### src/rtl/packet_injector.sv
// packet_injector: Avalon-MM writes push bytes into three per-port FIFOs that drain over
// valid/ready streams. Define INJECT_DROP_COUNT_EN to build the per-port drop counters.
module packet_injector #(
    parameter int DATA_W = 8,
    parameter int DEPTH  = 16,
    parameter int OCC_W  = $clog2(DEPTH) + 1
) (
    input  logic              clk,
    input  logic              reset_n,
    input  logic              chipselect,
    input  logic              write,
    input  logic              read,
    input  logic [2:0]        address,
    input  logic [DATA_W-1:0] writedata,
    output logic [DATA_W-1:0] readdata,
    output logic [DATA_W-1:0] data1,
    output logic [DATA_W-1:0] data2,
    output logic [DATA_W-1:0] data3,
    output logic              valid1,
    output logic              valid2,
    output logic              valid3,
    input  logic              ready1,
    input  logic              ready2,
    input  logic              ready3
);
    localparam int PTR_W = $clog2(DEPTH);
    localparam int N     = 3;

    logic [DATA_W-1:0] mem_q    [N][DEPTH];
    logic [PTR_W-1:0]  rd_ptr_q [N];
    logic [PTR_W-1:0]  rd_ptr_d [N];
    logic [PTR_W-1:0]  wr_ptr_q [N];
    logic [PTR_W-1:0]  wr_ptr_d [N];
    logic [OCC_W-1:0]  occ_q    [N];
    logic [OCC_W-1:0]  occ_d    [N];
    logic [DATA_W-1:0] data_q   [N];
    logic [DATA_W-1:0] data_d   [N];
    logic [7:0]        drop_cnt [N];
    logic [N-1:0]      valid_q, valid_d;
    logic [N-1:0]      ready, full, empty, flush, push_req, push, pop;
    logic              enable_q, enable_d;
    logic [DATA_W-1:0] readdata_q, readdata_d;
    logic              bus_wr, bus_rd;

    assign bus_wr = chipselect && write;
    assign bus_rd = chipselect && read;
    assign ready  = {ready3, ready2, ready1};

    // NOTE: every always_comb output gets a default first so no path can infer a latch.
    always_comb begin
        enable_d = enable_q;
        flush    = '0;
        if (bus_wr && address == 3'd3) begin
            enable_d = writedata[7];
            flush    = writedata[2:0];
        end
        for (int i = 0; i < N; i++) begin
            full[i]     = (occ_q[i] == OCC_W'(DEPTH));
            empty[i]    = (occ_q[i] == '0);
            push_req[i] = bus_wr && (address == 3'(i));
            // A full FIFO rejects the push even if it pops this cycle; flush beats both.
            push[i]     = push_req[i] && !full[i] && !flush[i];
            pop[i]      = valid_q[i] && ready[i] && !flush[i];
            rd_ptr_d[i] = '0;
            wr_ptr_d[i] = '0;
            occ_d[i]    = '0;
            if (!flush[i]) begin
                rd_ptr_d[i] = rd_ptr_q[i] + PTR_W'(pop[i]);
                wr_ptr_d[i] = wr_ptr_q[i] + PTR_W'(push[i]);
                occ_d[i]    = occ_q[i] + OCC_W'(push[i]) - OCC_W'(pop[i]);
            end
            valid_d[i] = enable_d && (occ_d[i] != '0);
            data_d[i]  = '0;
            if (valid_d[i]) begin
                // The new head may be the byte being written this edge; bypass the array.
                if (push[i] && (rd_ptr_d[i] == wr_ptr_q[i])) begin
                    data_d[i] = writedata;
                end else begin
                    data_d[i] = mem_q[i][rd_ptr_d[i]];
                end
            end
        end
    end

`ifdef INJECT_DROP_COUNT_EN
    logic [7:0] drop_q [N];
    logic [7:0] drop_d [N];

    always_comb begin
        for (int i = 0; i < N; i++) begin
            drop_d[i] = drop_q[i];
            if (push_req[i] && full[i] && !flush[i] && drop_q[i] != 8'hFF) begin
                drop_d[i] = drop_q[i] + 8'd1;
            end
            drop_cnt[i] = drop_q[i];
        end
    end

    always_ff @(posedge clk) begin
        for (int i = 0; i < N; i++) begin
            drop_q[i] <= reset_n ? drop_d[i] : 8'd0;
        end
    end
`else
    always_comb begin
        for (int i = 0; i < N; i++) begin
            drop_cnt[i] = 8'd0;
        end
    end
`endif

    always_comb begin
        readdata_d = readdata_q;
        if (bus_rd) begin
            case (address)
                3'd0:    readdata_d = DATA_W'(occ_q[0]);
                3'd1:    readdata_d = DATA_W'(occ_q[1]);
                3'd2:    readdata_d = DATA_W'(occ_q[2]);
                3'd3:    readdata_d = DATA_W'({enable_q, full[2], full[1], full[0],
                                               1'b0, empty[2], empty[1], empty[0]});
                3'd4:    readdata_d = DATA_W'(drop_cnt[0]);
                3'd5:    readdata_d = DATA_W'(drop_cnt[1]);
                3'd6:    readdata_d = DATA_W'(drop_cnt[2]);
                default: readdata_d = DATA_W'(8'd252);
            endcase
        end
    end

    always_ff @(posedge clk) begin
        if (!reset_n) begin
            enable_q   <= 1'b0;
            valid_q    <= '0;
            readdata_q <= '0;
            for (int i = 0; i < N; i++) begin
                rd_ptr_q[i] <= '0;
                wr_ptr_q[i] <= '0;
                occ_q[i]    <= '0;
                data_q[i]   <= '0;
            end
        end else begin
            enable_q   <= enable_d;
            valid_q    <= valid_d;
            readdata_q <= readdata_d;
            for (int i = 0; i < N; i++) begin
                rd_ptr_q[i] <= rd_ptr_d[i];
                wr_ptr_q[i] <= wr_ptr_d[i];
                occ_q[i]    <= occ_d[i];
                data_q[i]   <= data_d[i];
            end
        end
    end

    // NOTE: the storage array is not reset; the pointers and occupancy define what is live.
    always_ff @(posedge clk) begin
        for (int i = 0; i < N; i++) begin
            if (reset_n && push[i]) begin
                mem_q[i][wr_ptr_q[i]] <= writedata;
            end
        end
    end

    assign readdata = readdata_q;
    assign valid1   = valid_q[0];
    assign valid2   = valid_q[1];
    assign valid3   = valid_q[2];
    assign data1    = data_q[0];
    assign data2    = data_q[1];
    assign data3    = data_q[2];
endmodule
### config.mk
export PLATFORM = sky130hd
export DESIGN_NAME = packet_injector
export DESIGN_NICKNAME = d
export VERILOG_FILES = /design/src/rtl/packet_injector.sv
export SDC_FILE = /design/constraint.sdc
export NUM_CORES = 1
export LEC_CHECK = 0
export CAP_MARGIN = 30
export CORE_MARGIN = 10
export CORE_UTILIZATION = 35
export DETAILED_ROUTE_END_ITERATION = 6
export GPL_ROUTABILITY_DRIVEN = 0
export PLACE_DENSITY = 0.61
export SLEW_MARGIN = 20
export SYNTH_ARGS = -nofsm -noshare
export SYNTH_HDL_FRONTEND = slang
export SYNTH_SLANG_ARGS = --single-unit
### constraint.sdc
create_clock -name clk -period 6.7 [get_ports clk]
set_clock_uncertainty 0.05 [all_clocks]
set_input_delay 1.34 -clock clk [delete_from_list [all_inputs] [get_ports clk]]
set_output_delay 1.34 -clock clk [all_outputs]
set_load 0.1 [all_outputs]
Word-level counts from Yosys, hierarchy flattened
Memory sizes are Yosys's and may differ from the RTL's.
Index checks and enable logic that the tools add are counted.

cells by class
  add/subtract/negate cells = 12
  mux-type cells = 59
  equality and inequality tests = 12
  reduce and logical (&&, ||, !) cells = 46
  bitwise operators = 18
  magnitude comparators = 9

operators by type and width
  operator                                                                       count
  128-bit two-way mux                                                            7
  128-bit OR reduction                                                           2
  8-bit two-way mux                                                              18
  8-bit binary-select mux with 4-bit select                                      3
  8-bit demux with 4-bit select                                                  3
  4-bit two-way mux                                                              12
  8-bit one-hot mux with 5 select lines                                          1
  5-bit greater-or-equal comparator (second input constant)                      6
  1-bit logical AND                                                              30
  5-bit two-way mux                                                              6
  4-bit NOT with 5-bit output                                                    6
  4-bit by 1-bit adder with 4-bit output                                         6
  5-bit by 1-bit adder with 5-bit output                                         3
  5-bit == test (second input constant)                                          3
  5-bit logical NOT                                                              3
  5-bit by 1-bit less-than comparator with 1-bit output (second input constant)  3
  5-bit nonzero test                                                             3
  5-bit by 1-bit subtractor with 5-bit output                                    3
  4-bit == test                                                                  3
  1-bit bitwise OR                                                               12
  3-bit == test (second input constant)                                          3
  3-bit by 2-bit == test with 1-bit output (second input constant)               2
  1-bit logical NOT                                                              6
  1-bit two-way mux                                                              6
  other kinds (5)                                                                6

storage, ports and cells
  word-level logic and storage cells = 164
  bits in registers = 12
  RAM bits = 447
  memories = 5
  output and inout bits = 35

memory list
  memory    depth  width  rd ports  clocked after memory_dff  write ports  line  source
  mem_q     3      128    3         0                         1            29    logic [DATA_W-1:0] mem_q [N][DEPTH];
  data_q    3      8      3         0                         3            36    logic [DATA_W-1:0] data_q [N];
  occ_q     3      5      3         0                         3            34    logic [OCC_W-1:0] occ_q [N];
  rd_ptr_q  3      4      3         0                         3            30    logic [PTR_W-1:0] rd_ptr_q [N];
  wr_ptr_q  3      4      3         0                         3            32    logic [PTR_W-1:0] wr_ptr_q [N];

Longest topological paths before layout
  word-level depth = 14
  mapped depth = 18
  mapped depth without buffers = 16

Worst setup path before layout
No wires, ideal clock.

  path kind = input-to-reg
  from = input address[2]
  to = memory data_q[1][5], in the netlist data_q[0][13]
  data arrival time = 4290 ps
  data required time = 6531 ps
  setup slack = 2241 ps
  stages = 15
  path through = and3b_1 > buf_6 > and3_2 > buf_6 > clkbuf_1 > nor2_1 > ha_1 > clkbuf_1 > or2_2 > mux2i_1 > nor2_1 > clkbuf_1 > o221ai_1 > nand3_2 > o221a_1

RTL lines
  element          line  source
  start, declared  13    input logic [2:0] address,
  end, declared    36

==> results by group <==
Status
  • Status: completed

Setup path
  • Max FO, Critical Path: 20
  • Buf/Inv on CP: 1
  • Worst Path Required: approximately 7.2 ns
  • Critical path class: primary input to register
  • Slowest stage delay, CP: about 0.85 ns
  • Critical path's top delay family: simple AND/OR/NAND/NOR gates
  • Critical Path Sink Type: register
  • Slowest library cell on the worst path: clkdlybuf4s50_1
  • Setup crit start kind: primary input
  • Worst path cell trace: clkdlybuf4s50_1, and2_1, and3_2, nor2_1, ha_1, xor2_1, nand4_1, a31oi_1, o221ai_1, nand3_2, o221a_1
  • CP arrival: 5.69 ns

Detailed routing
  • WL/cell: approximately 22 um
  • Post-DRT Antenna Nets: 0
  • Final WL: between 40 and 50 mm
  • Initial DRC count: about 1100
  • Via count: around 12000
  • Drt first pass iters: 5
  • Vias per cell: about 5.5
  • # DRC: 0

Finish
  • Design area: 22200 sq um
  • Nets: between 1500 and 2000
  • Ant diodes: 0
  • Layout cells sized above 1: 12.2%
  • Layout area overhead: 15.7%
  • Commonest non-fill, non-tap cell in the layout: edfxtp_1
  • Commonest cells after routing, fill and taps aside: edfxtp_1, nand2_1, nor2_1

Clock network
  • Clock slew seen by the registers of the worst setup and hold paths: 0.06 ns
  • Post-CTS resize count: 0
  • Clk sinks: between 400 and 500
  • Clock root buffer: clkbuf_16
  • Post-CTS setup repair buffer count: 0
  • CTS tree: yes
  • Post-CTS Hold Buffers: 0
  • CTS Buffer Depth: 3
  • Total CTS buffers: 47
  • H-tree level count: 2
  • Skew-Pair Late Insertion Delay: 0.59 ns

Synth
  • Synthesis-stage register bit count: between 400 and 500
  • Post-synth EDFFs: 384
  • Unique masters post-synth: 80
  • Cells after Synth: 1435
  • Synth Flop Type: edfxtp_1
  • Syn avg cell area: between 10 and 15 sq um
  • Synth Net Count: about 1500
  • Warnings, synthesis: 0
  • Asr flop ratio synth: 0%
  • Mapped Area: 19200 sq um
  • Register area share after synthesis: 68.0%

Global route
  • Initial antenna violation count: 0
  • Largest net degree at the start of global routing: 54
  • Number of global-route vias before repair: approximately 12000
  • First-pass GRT wire length: 74.3 mm
  • GRT overflow: 0
  • GRT Total Usage: between 10% and 20%

Placement
  • Area after DPL: ~20000 sq um
  • DP HPWL: ~30 mm
  • IO buf count: 53

Timing
  • Minimum clock period: approximately 5.2 ns
  • RSZ-0062 raised after global routing: no
  • Fin crit share: 77.8%
  • Final hold vios: 0
  • Hold slack: ~0.41 ns
  • Actual slew at the worst max-slew pin: approximately 1 ns
  • Setup Viol. Count Final: 0
  • Fmax: about 190 MHz
  • Setup TNS: 0 ns
  • Slew Limit Fails: 0
  • Slew HR: about a third

Power and ir drop
  • Int Power: ~4.7 mW
  • Maximum vdd drop: about 0.00019 V
  • P_leak: approximately 7.4 nW
  • Net Switching: 1.21 mW
  • PwrDens: ~270 nW/um^2
  • Clock power frac: between 40 and 50%
  • Comb power frac: 2.8%
  • Net Sw Frac: roughly a fifth
  • Sequential share of power: between 50% and 60%

Die
  • Die Wd: between 200 and 300 um
  • Initial Util: a little over a third
  • Num rows: 85
  • Die Area: roughly 64000 sq um
  • Core Region: ~54000 sq um
  • Top-Level Pins: 54
  • Die Height: between 200 and 300 um

Flow run
  • Max_cap viols: 0

Min path
  • Worst hold path class: register to register
[layer usage]
layer,GRT usage (%),part of all wire [%]
met2,24.6,48
met5,0,0
met3,2.57,5.4
met4,5.47,2.7
met1,19.7,44
[final timing paths]
| path | startpoint | endpoint | slack, ns | cells after the start |
|---|---|---|---|---|
| setup / recovery | address[1] | data_q[0][13] | 1.48 | 11 |
| hold / removal | readdata[7] | readdata[7] | 0.41 | 2 |
| setup reg to reg | occ_q[0][8] | data_q[0][13] | 3.12 | 15 |
| hold reg to reg | readdata[7] | readdata[7] | 0.41 | 2 |
[logic make-up (layout without fill, tap and decap cells)]
group | Yosys count | in the layout | share of synthesized area, %
AO/OA/AOI/OAI | 271 | 271 | 10.4
XOR/XNOR | 35 | 35 | 1.64
adder cells (fa/ha/maj) | 27 | 27 | 1.88
buffers and inverters | 105 | 212 | 2.64
flip-flops | 459 | 459 | 68.0
multiplexers | 65 | 65 | 4.36
AND/OR/NAND/NOR | 473 | 473 | 11.1
[metrics by stage]
stage | util (%) | setup WS [ns] | total power, mW | cells
2_1_floorplan | - | 2.24 | 3.24 | 1435
5_1_grt | 41.0 | 1.13 | 6.13 | 2238
6_report | 41.0 | 1.48 | 5.94 | 2238
3_5_place_dp | 38.1 | 0.958 | 3.34 | 2149
3_3_place_gp | 37.7 | 0.964 | 3.33 | 2139
4_1_cts | 41.0 | 1.57 | 5.99 | 2236
[worst min-delay path, stage by stage, from the launching register on]
cell     delay, ns
dfxtp_1       0.31
nand2_1       0.05
a21oi_1       0.05
[state kept, by name, summed over array words and instances (netlist names)]
signal,cells
rd_ptr_q,12
readdata,8
occ_q,15
mem_q,384
enable_q,1
wr_ptr_q,12
data_q,24
valid_q,3
[synth_stat cells (all sizes together) (24+ instances only)]
master  count  area, sq um
nand3      44          230
nor3       30          150
ha         24          300
clkbuf     55          236
nand2     173          652
dfxtp      75         1500
inv        25         93.8
buf        24          171
a21oi      47          235
nor2      149          562
mux2       28          315
o21ai      29          153
a31oi      35          219
mux2i      25          250
edfxtp    384        11500
[power groups by stage]
stage / Sequential [mW] / Combinational [mW] / Clock (mW)
2_1_floorplan: 3.18 / 0.0613 / 0
3_5_place_dp: 3.17 / 0.169 / 0
3_3_place_gp: 3.17 / 0.161 / 0
6_report: 3.11 / 0.168 / 2.66
5_1_grt: 3.11 / 0.181 / 2.84
4_1_cts: 3.11 / 0.170 / 2.72
[layout make-up]
type | instances | area [sq um]
fill | 4940 | 31900
sequential | 459 | 13000
multi-input combinational | 871 | 5670
clock buffer | 68 | 1350
timing repair buffer | 99 | 921
tap | 696 | 871
clock inverter | 19 | 226
inverter | 26 | 97.6
(Power assumes the default switching activity.)
